$ cat src/rtl/inv_share_arb_pkg.sv
// Shared state encodings and counter sizing for the inverter-bank arbiter.
// Latency: none (declarations only).
// Backpressure: not applicable.
package inv_share_arb_pkg;

  // Width of the settle down-counter; covers settle times 1..15.
  localparam int CNT_W = 4;

  typedef enum logic [1:0] {
    ST_IDLE  = 2'd0,
    ST_DRIVE = 2'd1,
    ST_DONE  = 2'd2
  } state_t;

endpackage

$ cat src/rtl/inv_share_arb_rr_arb2.sv
// Two-way round-robin grant: favours the requester that was not served last.
// Latency: purely combinational.
// Backpressure: none; the caller decides when to act on the grant.
module rr_arb2
  import inv_share_arb_pkg::*;
(
  input  logic req0_i,
  input  logic req1_i,
  input  logic last_i,
  output logic vld_o,
  output logic gnt_o
);

  // A lone requester always wins; a tie goes to whoever was not served last.
  always_comb begin
    vld_o = req0_i | req1_i;
    if (req0_i && req1_i) begin
      gnt_o = ~last_i;
    end else begin
      gnt_o = req1_i;
    end
  end

endmodule

$ cat src/rtl/inv_share_arb.sv
// Shares one external inverter bank between two REQ/ACK requesters and self-checks it.
// Latency: ACK and Y appear SETTLE edges after the grant edge; one IDLE cycle between jobs.
// Backpressure: ACK is held until the served requester drops REQ; the other requester waits in IDLE.
module inv_share_arb
  import inv_share_arb_pkg::*;
#(
  parameter int WIDTH  = 4,
  parameter int SETTLE = 2
) (
  input  logic             CLK,
  input  logic             RST,
  input  logic             REQ0,
  input  logic [WIDTH-1:0] D0,
  output logic             ACK0,
  output logic [WIDTH-1:0] Y0,
  input  logic             REQ1,
  input  logic [WIDTH-1:0] D1,
  output logic             ACK1,
  output logic [WIDTH-1:0] Y1,
  output logic [WIDTH-1:0] INV_A,
  input  logic [WIDTH-1:0] INV_Y,
  output logic             BUSY,
  output logic             ERR
);

  localparam logic [CNT_W-1:0] CNT_LOAD = CNT_W'(SETTLE - 1);

  state_t             state_q;
  logic [CNT_W-1:0]   cnt_q;
  logic [CNT_W-1:0]   cnt_d;
  logic               last_q;
  logic               gnt_q;
  logic [WIDTH-1:0]   inv_a_q;
  logic [WIDTH-1:0]   y0_q;
  logic [WIDTH-1:0]   y1_q;
  logic               ack0_q;
  logic               ack1_q;
  logic               err_q;

  logic               arb_vld;
  logic               arb_gnt;
  logic               req_g;
  logic               inv_bad;

  rr_arb2 u_arb (
    .req0_i (REQ0),
    .req1_i (REQ1),
    .last_i (last_q),
    .vld_o  (arb_vld),
    .gnt_o  (arb_gnt)
  );

  // Helper terms: counter decrement, the granted requester's REQ, and the bank self-check.
  always_comb begin
    cnt_d   = cnt_q - CNT_W'(1);
    req_g   = gnt_q ? REQ1 : REQ0;
    inv_bad = (INV_Y != ~inv_a_q);
  end

  // Transaction FSM with all outputs registered; reset aborts any job in flight.
  always_ff @(posedge CLK or posedge RST) begin
    if (RST) begin
      state_q <= ST_IDLE;
      cnt_q   <= '0;
      last_q  <= 1'b1;
      gnt_q   <= 1'b0;
      inv_a_q <= '0;
      y0_q    <= '0;
      y1_q    <= '0;
      ack0_q  <= 1'b0;
      ack1_q  <= 1'b0;
      err_q   <= 1'b0;
    end else begin
      case (state_q)
        ST_IDLE: begin
          if (arb_vld) begin
            gnt_q   <= arb_gnt;
            inv_a_q <= arb_gnt ? D1 : D0;
            cnt_q   <= CNT_LOAD;
            state_q <= ST_DRIVE;
          end
        end
        ST_DRIVE: begin
          if (cnt_q != '0) begin
            cnt_q <= cnt_d;
          end else begin
            if (gnt_q) begin
              y1_q   <= INV_Y;
              ack1_q <= 1'b1;
            end else begin
              y0_q   <= INV_Y;
              ack0_q <= 1'b1;
            end
            if (inv_bad) begin
              err_q <= 1'b1;
            end
            state_q <= ST_DONE;
          end
        end
        ST_DONE: begin
          if (!req_g) begin
            ack0_q  <= 1'b0;
            ack1_q  <= 1'b0;
            last_q  <= gnt_q;
            inv_a_q <= '0;
            state_q <= ST_IDLE;
          end
        end
        default: begin
          state_q <= ST_IDLE;
        end
      endcase
    end
  end

  // Drive ports straight from the registers.
  always_comb begin
    ACK0  = ack0_q;
    ACK1  = ack1_q;
    Y0    = y0_q;
    Y1    = y1_q;
    INV_A = inv_a_q;
    BUSY  = (state_q != ST_IDLE);
    ERR   = err_q;
  end

endmodule

$ cat config.mk
export PLATFORM = sky130hd
export DESIGN_NAME = inv_share_arb
export DESIGN_NICKNAME = d
export VERILOG_FILES = /design/src/rtl/inv_share_arb_pkg.sv /design/src/rtl/inv_share_arb_rr_arb2.sv /design/src/rtl/inv_share_arb.sv
export SDC_FILE = /design/constraint.sdc
export NUM_CORES = 1
export LEC_CHECK = 0
export CAP_MARGIN = 25
export CORE_ASPECT_RATIO = 1.5
export CORE_MARGIN = 1.5
export CORE_UTILIZATION = 40
export DETAILED_ROUTE_END_ITERATION = 8
export PLACE_DENSITY_LB_ADDON = 0.1
export SYNTH_ARGS = -nofsm -noshare
export SYNTH_HDL_FRONTEND = slang
export SYNTH_SLANG_ARGS = --single-unit
$ cat constraint.sdc
create_clock -name CLK -period 2.1 [get_ports CLK]
set_input_delay 0.21 -clock CLK [delete_from_list [all_inputs] [get_ports CLK]]
set_output_delay 0.21 -clock CLK [all_outputs]
set_load 0.01 [all_outputs]
[Word-level counts from Yosys, hierarchy flattened]
Index checks and enable logic that the tools add are counted.
Operators by class
  $add $sub $neg: 1
  multiply operators: 0
  divide/modulo/power cells: 0
  order comparisons: 0
  equal/unequal tests: 9
  shift-type cells: 0
  mux-type cells: 20
  bitwise gates (word level): 6
  reductions and logical operators: 17
Operators by type and width (count)
  4-bit two-way mux: 5
  3-bit AND reduction: 6
  4-bit one-hot mux with 2 select lines: 2
  2-bit != test, second input constant: 6
  4-bit AND reduction: 2
  2-bit nonzero test: 4
  1-bit two-way mux: 7
  2-bit two-way mux: 3
  2-bit one-hot mux with 3 select lines: 1
  4-bit != test: 1
  1-bit NOT: 4
  4-bit NOT: 1
  1-bit one-hot mux with 2 select lines: 2
  2-bit AND reduction: 2
  4-bit nonzero test: 1
  4-bit by 1-bit subtractor with 4-bit output, second input constant: 1
  2-bit by 1-bit equality test with 1-bit output, second input constant: 1
  2-bit equality test, second input constant: 1
  2-bit zero test: 1
  1-bit logical AND: 1
  1-bit bitwise OR: 1
Storage, ports and cells
  register bits after elaboration: 23
  bits in latches: 0
  memory bits (writable): 0
  bits in read-only memories: 0
  input port bits: 16
  output and inout bits: 16
  word-level logic and storage cells: 63
  memories: 0

[Depth between registers and ports, before layout]
Gate-level depths: netlist of run 1.
  word-level depth: 5
  depth in mapped cells: 5
  mapped depth without buffers: 5

[Modules after synthesis]
Synthesis of run 1 repeated with hierarchy kept, for this count alone.
Unflattened totals
  cell total of the unflattened synthesis: 96
  area, all modules: 1102.3 µm²
Modules (own cells, without submodules)
  inv_share_arb: times used 1, cells an instance 94, area each 1088.5 µm², seq. area each 576.8 µm²
  rr_arb2: times used 1, cells an instance 2, area each 13.8 µm², seq. area each 0.0 µm²

[Worst setup path after synthesis of run 1]
Ideal clock, no wire load.
  path type: register to register
  from: register cnt_q[0]
  to: register y1_q[0], in the netlist Y1[0]
  setup time: 125 ps
  arrival: 1358 ps
  data required time: 1975 ps
  path slack: 617 ps
  stages on the path, launching flop included: 6
  path buffers: 0
  period minus slack after synthesis: 1483 ps
  cell sequence: dfrtp_1 > inv_1 > ha_1 > and4bb_2 > nand3b_1 > mux2_2
Between the ends
  longest elaborated chain between the ends: 3
Ends and longest elaborated chain
  start, declared: RTL line inv_share_arb.sv:29  | logic [CNT_W-1:0] cnt_q;
  start signal, assigned: RTL line inv_share_arb.sv:85  | cnt_q <= cnt_d;
  4-bit nonzero test: RTL line inv_share_arb.sv:84  | if (cnt_q != '0) begin
  1-bit NOT (no source line)
  3-bit AND reduction (no source line)
  end signal, assigned: RTL line inv_share_arb.sv:69  | y1_q <= '0;
  end signal, assigned: RTL line inv_share_arb.sv:88  | y1_q <= INV_Y;
  end, declared: RTL line inv_share_arb.sv:35  | logic [WIDTH-1:0] y1_q;
Every way passes these cells.
A chain may end at the register's enable or synchronous reset.

[Final worst setup path of run 1]
  from: register state_q[0]
  to: output BUSY
Between the ends
  longest elaborated chain between the ends: 1
Ends and longest elaborated chain
  start, declared: RTL line inv_share_arb.sv:28  | state_t state_q;
  start signal, assigned: RTL line inv_share_arb.sv:63  | state_q <= ST_IDLE;
  start signal, assigned: RTL line inv_share_arb.sv:80  | state_q <= ST_DRIVE;
  start signal, assigned: RTL line inv_share_arb.sv:97  | state_q <= ST_DONE;
  2-bit nonzero test: RTL line inv_share_arb.sv:123  | BUSY = (state_q != ST_IDLE);
  end, declared: RTL line inv_share_arb.sv:22  | output logic BUSY,
Every way passes these cells.

==> metrics.yaml, run 1 <==
ff2ff_setup_slack_ns: 0.46
yosysMostFrequentCell: "dfrtp_1"
crit_cells: 4
ys_dominant_reg_cell: "dfrtp_1"
ios: 32
final_antenna_net_count: 0
p_int_mw: 1.40
crit_end: "BUSY"
final_max_slew_viol_count: 0
power_switching_mw: 0.794
finalPower_mw: 2.20
clock_power_share_pct: 12.6
gp_congestion: 0.786
via_per_inst: 5.07
hp-class: "input pin to asynchronous set/reset pin"
dr.pass1.iters: 3
finalNetCount: 153
dpl.hpwl_mm: 1.85
syn_nets: 116
clock_path_buffers: 2
worst-setup-path-type: "register to output port"
synth-seq-area-share_pct: 50.9
core_mm2: 0.00268
grt_antenna_before_repair: 0
cp_max_fo: 11
vias: 872
grt_pass1_wl_mm: 3.86
grt_max_degree: 24
die_width_um: 46.4
wire_per_inst_um: 14.0
p_sw_share_pct: 36.1
drc_errors: 0
first_global_vias: 890
tightest_slew_ns: 0.579
r2r_start: "cnt_q[0]$_DFFE_PP0P_"
ys_warn_count: 0
start_util_pct: 42.3
cts_resized: 0
finalCritPeriodShare_pct: 82.6
rows: 23
grt_overflow: 0
syn_area_mm2: 0.00113
drv_cap: 0
synthTopCellsByArea: "dfrtp_1 (49%), mux2_2 (9.0%), mux2i_1 (5.3%)"
syn_area_per_cell_um2: 11.4
skew_ns: 0.00424
syn-instance-count: 99
status: "complete, no violations"
grtUsageTotal_pct: 17.6
setup_violations: 0
power-per-cell-area_mw_per_mm2: 1420
cellLeakagePower_nw: 0.639
pwr-share-seq_pct: 37.6
synthTopCellsByCount: "dfrtp_1 (22), inv_1 (11), mux2_2 (9)"
async_flop_share_pct: 100
path_delay_family: "buffers and inverters"
fin_crit_ns: 1.74
r2r-end: "Y0[1]$_DFFE_PP0P_"
cpPeakStageDelay_ns: 0.47
cp.arrival_ns: 1.53
startpoint: "state_q[0]$_DFFE_PP0P_"
crit_buf_inv: 3
slew_headroom_pct: 61.0
die_y_um: 68.2
synthDistinctLibCells: 34
p_comb_share_pct: 49.8
clkTransAtPathRegs_ns: 0.08
irDropWorstVdd_mv: 0.627
wirelength_mm: 2.41
tns_ns: 0
cts_made_buffers: 3
drive_gt1_share_pct: 17.0
drtIter0Drc: 10
crit_chain: "buf_4 > nor2_1 > inv_1 > clkdlybuf4s50_1"
ys_ff_latch: 23
synth_top_area_cell: "dfrtp_1"
fillers: 230
cts_tree: "done"
r2r_cells: 5
cts_hold_buf: 0
critPathCaptureType: "output port"
area_growth_pct: 36.8
worst_setup_path_start_kind: "register"
port_buffers: 31
yosysTopAreaCellShare_pct: 48.6
clock_sinks: 23
synth-edff-count: 0
cp_slowest_cell: "clkdlybuf4s50_1"
cts-htree-levels: 1
rsz0062_at_grt: "false"
dieArea_mm2: 0.00317
root_buffer: "clkbuf_8"
required_ns: 1.89
fmax_ghz: 0.576
clock_latency_ns: 0.27
n_antenna_cell: 0
hold_violations: 0
cts_setup_buffers: 0
[state kept, by name, summed over array words and instances, names as in the netlist]
name / count
ACK0: 1
ACK1: 1
ERR: 1
INV_A: 4
Y0: 4
Y1: 4
cnt_q: 4
gnt_q: 1
last_q: 1
state_q: 2
[power by group through the flow]
| stage | clock (mW) | combinational (mW) | sequential (mW) |
|---|---|---|---|
| after CTS | 0.286 | 1.11 | 0.828 |
| after global placement | 0 | 1.09 | 0.826 |
| after global routing | 0.310 | 1.19 | 0.852 |
| after detailed placement | 0 | 1.11 | 0.834 |
| after floorplan | 0 | 0.608 | 0.845 |
| final | 0.278 | 1.09 | 0.827 |
[worst reg2reg max path, stage by stage, from the launching register on]
cell	delay, ns
dfrtp_1	0.41
inv_1	0.08
ha_1	0.22
nand2b_1	0.15
nor3_4	0.30
mux2_2	0.37
[worst min path at each step]
stage,to,slack [ns],depth (start not counted)
floorplan,ACK0$_DFFE_PP0P_,0.21,1
global placement,ERR$_DFFE_PP0P_,0.48,1
detailed placement,ERR$_DFFE_PP0P_,0.47,1
CTS,Y0[1]$_DFFE_PP0P_,0.29,3
global route,cnt_q[2]$_DFFE_PP0P_,0.32,3
finish,cnt_q[3]$_DFFE_PP0P_,0.27,3
[final cells by class]
type	count	area, µm²	share of cell area (%)
clock buffer	3	41.3	2.67
clock inverter	1	5.00	0.323
inverter	11	41.3	2.67
multi-input combinational	63	505	32.6
sequential	23	577	37.2
tap	37	46.3	2.99
timing repair buffer	34	333	21.5
[kinds of logic after synthesis]
family          share of synthesized area, %
flops                                   50.9
xor+xnor                                3.09
fa+ha+maj                               1.10
buf+inv                                 4.42
compound gates                          14.0
simple gates                            12.2
mux                                     14.3
[placed cells by master (no fill, tap or decap), drive strengths merged]
cell type      instances
or3b                   1
o21bai                 1
xnor2                  4
dfrtp                 22
o31ai                  1
a22oi                  1
nand2b                 4
mux2                   9
o22ai                  4
clkdlybuf4s50         31
nor3b                  2
and4bb                 1
nor4                   1
a22o                   2
clkinv                 1
mux2i                  6
or3                    1
o21ai                  7
inv                   11
o32ai                  1
a21boi                 1
o2bb2ai                1
a21oi                  2
or2                    2
ha                     1
nor2                   3
nor3                   3
nand3b                 1
buf                    3
dfstp                  1
a211oi                 2
clkbuf                 3
nand2                  1
[metrics by stage]
step	cell area, µm²	utilization [%]	hold WS [ns]	worst slack [ns]	instances
detailed placement	1500	56.1	0.471	0.398	168
floorplan	1130	-	0.211	0.617	99
global placement	1500	56.1	0.482	0.446	168
CTS	1550	57.9	0.287	0.348	172
finish	1550	57.9	0.273	0.365	172
global route	1550	57.9	0.317	0.293	172
[layer usage]
metal | routed length, µm | global-route usage (%)
met5 | 0 | 0
met4 | 54 | 10.0
met1 | 1060 | 20.0
met3 | 90 | 3.96
met2 | 1210 | 29.3
Note: power is estimated with default switching activity, not from simulation.
==> run 2, diff against run 1 <==
clock period = 1.4 ns   (was 2.1 ns; I/O delays follow)
==> metrics.yaml, run 2 (synthesized netlist as in run 1, its figures left out) <==
status: "complete, but fails checks"
violations: "negative setup slack"
top_usage_layer: "met2"
required_ns: 1.56  # -0.33 ns
power-per-cell-area_mw_per_mm2: 2250  # +58%
grt_max_degree: 24  # unchanged
finalCritPeriodShare_pct: 111
rsz0062_at_grt: "true"
area_growth_pct: 61.8
die_width_um: 46.4  # unchanged
drv_cap: 0  # unchanged
final_area_mm2: 0.00183  # +18%
crit_chain: "or3b_4 > nor3_4 > mux2_2"
r2r_cells: 3  # -2
vias: 1008  # +16%
fmax_ghz: 0.645
use_met3_pct: 3.17  # -0.79 points
dp.cells: 188  # +12%
use_met2_pct: 35.9  # +6.6 points
drc_errors: 0  # unchanged
core_mm2: 0.00268  # unchanged
layout_common_cells: "clkdlybuf4s50_1 (27), buf_4 (23), dfrtp_1 (22)"
grt_antenna_before_repair: 0  # unchanged
dpl.hpwl_mm: 2.22  # +20%
hold_violations: 0  # unchanged
dpl-instance-area_mm2: 0.00166  # +10%
crit_buf_inv: 0  # -3
cp_slowest_cell: "or3b_4"
drtIter0Drc: 7  # -3
grtUsageMet1_pct: 23.6  # +3.6 points
dr.pass1.iters: 4  # +1
cp_max_fo: 4  # -7
n_antenna_cell: 0  # unchanged
cpPeakStageDelay_ns: 0.42  # -0.05 ns
rows: 23  # unchanged
drive_gt1_share_pct: 38.8  # +22 points
worst-setup-path-type: "register to register"
port_buffers: 31  # unchanged
grt_overflow: 0  # unchanged
gp_congestion: 0.820  # +4.4%
irDropWorstVdd_mv: 1.09  # +75%
worst_setup_path_start_kind: "register"
ff2ff_setup_slack_ns: -0.15  # -0.61 ns
cp.arrival_ns: 1.71  # +0.18 ns
first_global_vias: 1053  # +18%
wire_per_inst_um: 15.0  # +6.9%
finalNetCount: 178  # +16%
setup_slack_ns: -0.151  # -0.515 ns
clkTransAtPathRegs_ns: 0.08  # about the same
pre_cts_slack_ns: -0.166  # -0.565 ns
crit_cells: 3  # -1
final_common_cell: "clkdlybuf4s50_1"
root_buffer: "clkbuf_8"
skew_ns: 0.00575  # +0.00151 ns
final_antenna_net_count: 0  # unchanged
clock_latency_ns: 0.27  # about the same
cts_tree: "done"
cellLeakagePower_nw: 0.815  # +28%
wirelength_mm: 2.96  # +22%
final_cells: 197  # +15%
cts-htree-levels: 1  # unchanged
grtUsageTotal_pct: 21.0  # +3.4 points
cts_hold_buf: 0  # unchanged
final_max_slew_viol_count: 0  # unchanged
slew_headroom_pct: 75.5  # +15 points
setup_violations: 12  # +12
path_delay_family: "simple AND/OR/NAND/NOR gates"
fin_crit_ns: 1.55
dieArea_mm2: 0.00317  # unchanged
hp-class: "input pin to asynchronous set/reset pin"
r2r_start: "cnt_q[3]$_DFFE_PP0P_"
ios: 32  # unchanged
start_util_pct: 42.3  # unchanged
cts_made_buffers: 3  # unchanged
clock_path_buffers: 2  # unchanged
clock_sinks: 23  # unchanged
via_per_inst: 5.12  # +0.93%
r2r-end: "Y0[0]$_DFFE_PP0P_"
critPathCaptureType: "register"
grt_pass1_wl_mm: 4.68  # +21%
tightest_slew_ns: 0.367  # -0.212 ns
die_y_um: 68.2  # unchanged
## run 2: per-layer routing
| layer | up-vias | share of wire, % |
|---|---|---|
| met5 | - | 0 |
| met4 | 0 | 2.4 |
| met3 | 6 | 2.7 |
| met2 | 26 | 56 |
| met1 | 504 | 39 |
| li1 | 472 | - |
## run 2: worst max-delay path by stage
stage                                end  slack (ns)                  from
global route           Y0[0]$_DFFE_PP0P_       -0.20  cnt_q[3]$_DFFE_PP0P_
floorplan              Y0[0]$_DFFE_PP0P_       -0.05  cnt_q[0]$_DFFE_PP0P_
CTS                    Y0[0]$_DFFE_PP0P_       -0.12  cnt_q[1]$_DFFE_PP0P_
detailed placement  INV_A[3]$_DFFE_PP0P_       -0.17                  REQ1
global placement    INV_A[3]$_DFFE_PP0P_       -0.14                  REQ1
finish                 Y0[0]$_DFFE_PP0P_       -0.15  cnt_q[3]$_DFFE_PP0P_
## run 2: per-stage QoR
stage / power (mW) / setup TNS (ns) / utilization (%) / hold slack (ns)
final: 4.12 / -1.32 / 68.4 / 0.207
after detailed placement: 3.30 / -1.79 / 61.9 / 0.482
after CTS: 3.80 / -0.871 / 64.6 / 0.213
after global placement: 3.25 / -1.25 / 61.9 / 0.483
after floorplan: 2.18 / -0.367 / - / 0.141
after global routing: 4.37 / -2.09 / 68.4 / 0.243
## run 2: repair_timing
action,4_1_cts,5_1_grt
endpoints found under the setup margin,15,20
pin swaps,2,6
gates cloned,0,0
gates resized for setup,10,20
buffers inserted,0,5
## run 2: final cells by class
type                       instances  area, µm²
fill                             222        845
tap                               37       46.3
clock buffer                       3       41.3
timing repair buffer              59        538
sequential                        23        577
multi-input combinational         63        583
clock inverter                     1       5.00
inverter                          11       41.3
## run 2: report_power, final
group          internal (mW)  switching [mW]  leakage [nW]
clock                  0.199           0.221        0.0255
combinational           1.48            1.01         0.516
sequential             0.972           0.226         0.273
total                   2.65            1.46         0.815
## run 2: worst register-to-register path, stage by stage (launching register included)
cell     delay [ns]
dfrtp_1        0.39
or3b_4         0.42
nor3_4         0.26
mux2_2         0.37
==> run 3, diff against run 2 <==
ABC_AREA = 1   (was not set)
GPL_TIMING_DRIVEN = 0   (was not set)
==> metrics.yaml, run 3 <==
finalNetCount: 191  # +7.3%
required_ns: 1.26  # -0.30 ns
final_area_mm2: 0.00159  # -13%
status: "complete, no violations"
cp.arrival_ns: 1.20  # -0.51 ns
tightest_slew_ns: 0.869  # +0.502 ns
rows: 23  # unchanged
syn-instance-count: 136  # +37%
syn_nets: 153  # +32%
drive_gt1_share_pct: 14.5  # -24 points
cpPeakStageDelay_ns: 0.55  # +0.13 ns
syn_area_per_cell_um2: 8.40  # -27%
fmax_ghz: 0.747  # +16%
dr.pass1.iters: 4  # unchanged
syn_area_mm2: 0.00114  # +0.88%
cts_made_buffers: 3  # unchanged
slew_headroom_pct: 42.0  # -33 points
dieArea_mm2: 0.00319  # +0.84%
clock_sinks: 23  # unchanged
setup_slack_ns: 0.0611  # +0.212 ns
drtIter0Drc: 27  # +20
hp-class: "input pin to register"
worst-setup-path-type: "register to output port"
synthMuxAreaShare_pct: 0  # -14 points
seqCellArea_um2: 578  # +0.22%
final_antenna_net_count: 0  # unchanged
clkTransAtPathRegs_ns: 0.07  # about the same
first_global_vias: 939  # -11%
power-per-cell-area_mw_per_mm2: 2140  # -4.8%
die_y_um: 68.5  # +0.42%
crit_buf_inv: 1  # +1
cp_max_fo: 3  # -1
start_util_pct: 42.2  # -0.080 points
synthTopCellsByArea: "dfrtp_1 (48%), nand2_1 (12%), o21ai_1 (9.2%)"
grt_max_degree: 24  # unchanged
finalPower_mw: 3.40  # -17%
ys_dominant_reg_cell: "dfrtp_1"
cp_slowest_cell: "clkdlybuf4s50_1"
grtUsageTotal_pct: 17.9  # -3.2 points
root_buffer: "clkbuf_8"
synthAdderAreaFrac_pct: 1.10  # -0.0097 points
drv_cap: 0  # unchanged
dp.cells: 203  # +8.0%
drc_errors: 0  # unchanged
yosysMostFrequentCell: "nand2_1"
synth_top_family_by_area: "simple AND/OR/NAND/NOR gates"
grt_overflow: 0  # unchanged
utilization_pct: 58.7  # -9.7 points
ios: 32  # unchanged
cellLeakagePower_nw: 0.779  # -4.4%
fin_crit_ns: 1.34  # -0.212 ns
area_growth_pct: 39.1
gp_congestion: 0.800  # -2.5%
clock_latency_ns: 0.26  # about the same
core_mm2: 0.00271  # +1.1%
setup_violations: 0  # -12
synthXorXnorAreaFrac_pct: 1.53  # -1.6 points
final_max_slew_viol_count: 0  # unchanged
wire_per_inst_um: 11.9  # -21%
final_common_cell: "nand2_1"
clock_path_buffers: 2  # unchanged
synth-compound-area-share_pct: 13.7  # -0.34 points
final_cells: 210  # +6.6%
via_per_inst: 4.74  # -7.4%
grt_pass1_wl_mm: 4.06  # -13%
irDropWorstVdd_mv: 1.15  # +5.1%
hold_violations: 0  # unchanged
synthDistinctLibCells: 21  # -38%
path_delay_family: "buffers and inverters"
finalCritPeriodShare_pct: 95.6  # -15 points
synthTopCellsByCount: "nand2_1 (38), dfrtp_1 (22), o21ai_1 (21)"
yosys.area_share.simple_pct: 26.8  # +15 points
n_antenna_cell: 0  # unchanged
worst_setup_path_start_kind: "register"
async_flop_share_pct: 100  # unchanged
synth-seq-area-share_pct: 50.5  # -0.45 points
die_width_um: 46.6  # +0.42%
ys_warn_count: 0  # unchanged
synth-edff-count: 0  # unchanged
cts_tree: "done"
grt_antenna_before_repair: 0  # unchanged
yosysTopAreaCellShare_pct: 48.2  # -0.43 points
dpl.hpwl_mm: 1.95  # -12%
multi_input_area_um2: 518  # -11%
ys_ff_latch: 23  # unchanged
crit_chain: "clkdlybuf4s50_1"
cts-htree-levels: 1  # unchanged
fillers: 281  # +27%
port_buffers: 30  # -3.2%
wirelength_mm: 2.50  # -15%
skew_ns: 0.00430  # -0.00144 ns
rsz0062_at_grt: "false"
critPathCaptureType: "output port"
pre_cts_slack_ns: -0.000690  # +0.166 ns
synth_top_area_cell: "dfrtp_1"
layout_common_cells: "nand2_1 (37), clkdlybuf4s50_1 (27), dfrtp_1 (21), o21ai_1 (21), inv_1 (15)"
dpl-instance-area_mm2: 0.00149  # -10%
vias: 995  # -1.3%
run 3: per-stage QoR:
stage | hold slack (ns) | TNS [ns]
after floorplan | 0.141 | 0
after global placement | 0.450 | 0
after detailed placement | 0.465 | -0.000690
after CTS | 0.286 | 0
after global routing | 0.320 | 0
final | 0.296 | 0
run 3: path summary, 6_finish.rpt:
kind,from,end,slack (ns),cells after the start
worst max register to register,cnt_q[0]$_DFFE_PP0P_,cnt_q[0]$_DFFE_PP0P_,0.10,7
worst min register to register,ACK1$_DFFE_PP0P_,ACK1$_DFFE_PP0P_,0.48,2
worst max-delay path,INV_A[3]$_DFFE_PP0P_,INV_A[3],0.06,1
min in group asynchronous,RST,Y1[3]$_DFFE_PP0P_,0.36,2
worst min-delay path,REQ1,INV_A[1]$_DFFE_PP0P_,0.30,3
max in group asynchronous,RST,state_q[1]$_DFFE_PP0P_,0.45,2
run 3: what timing repair did:
action	CTS	global route
resized for setup	4	6
buffers inserted	2	1
setup endpoints to repair	3	14
hold buffers	0	0
pin swaps	0	2
run 3: logic make-up after synthesis:
logic type / Yosys count
and+or+nand+nor: 62
AOI/OAI and AO/OA: 29
DFF: 23
buffers and inverters: 19
xor gates and xnor gates: 2
adders and majority gates: 1
run 3: metal layers:
metal | vias to the layer above | share of wire (%) | GRT usage (%)
li1 | 505 | - | -
met1 | 469 | 39 | 18.3
met2 | 19 | 58 | 34.2
met3 | 2 | 2.8 | 1.85
met4 | 0 | 0.92 | 8.33
met5 | - | 0 | 0
run 3: final cells by class:
class / instances / share of cell area (%)
clock buffer: 4 / 2.83
multi-input combinational: 94 / 32.6
inverter: 18 / 4.41
buffer: 1 / 0.315
timing repair buffer: 33 / 20.6
tap: 37 / 2.91
sequential: 23 / 36.4
run 3: report_power, final:
part	leakage, nW	switching, mW	internal, mW
Combinational	0.481	0.963	0.856
Sequential	0.275	0.207	0.972
Clock	0.0228	0.198	0.203
Total	0.779	1.37	2.03
run 3: worst register-to-register path: stages (launching register included):
cell and delay (ns):
dfrtp_1 0.38, inv_1 0.15, ha_4 0.19, nand2_4 0.09
nand2_2 0.11, nand2_2 0.10, o21ai_1 0.10, o21ai_1 0.07
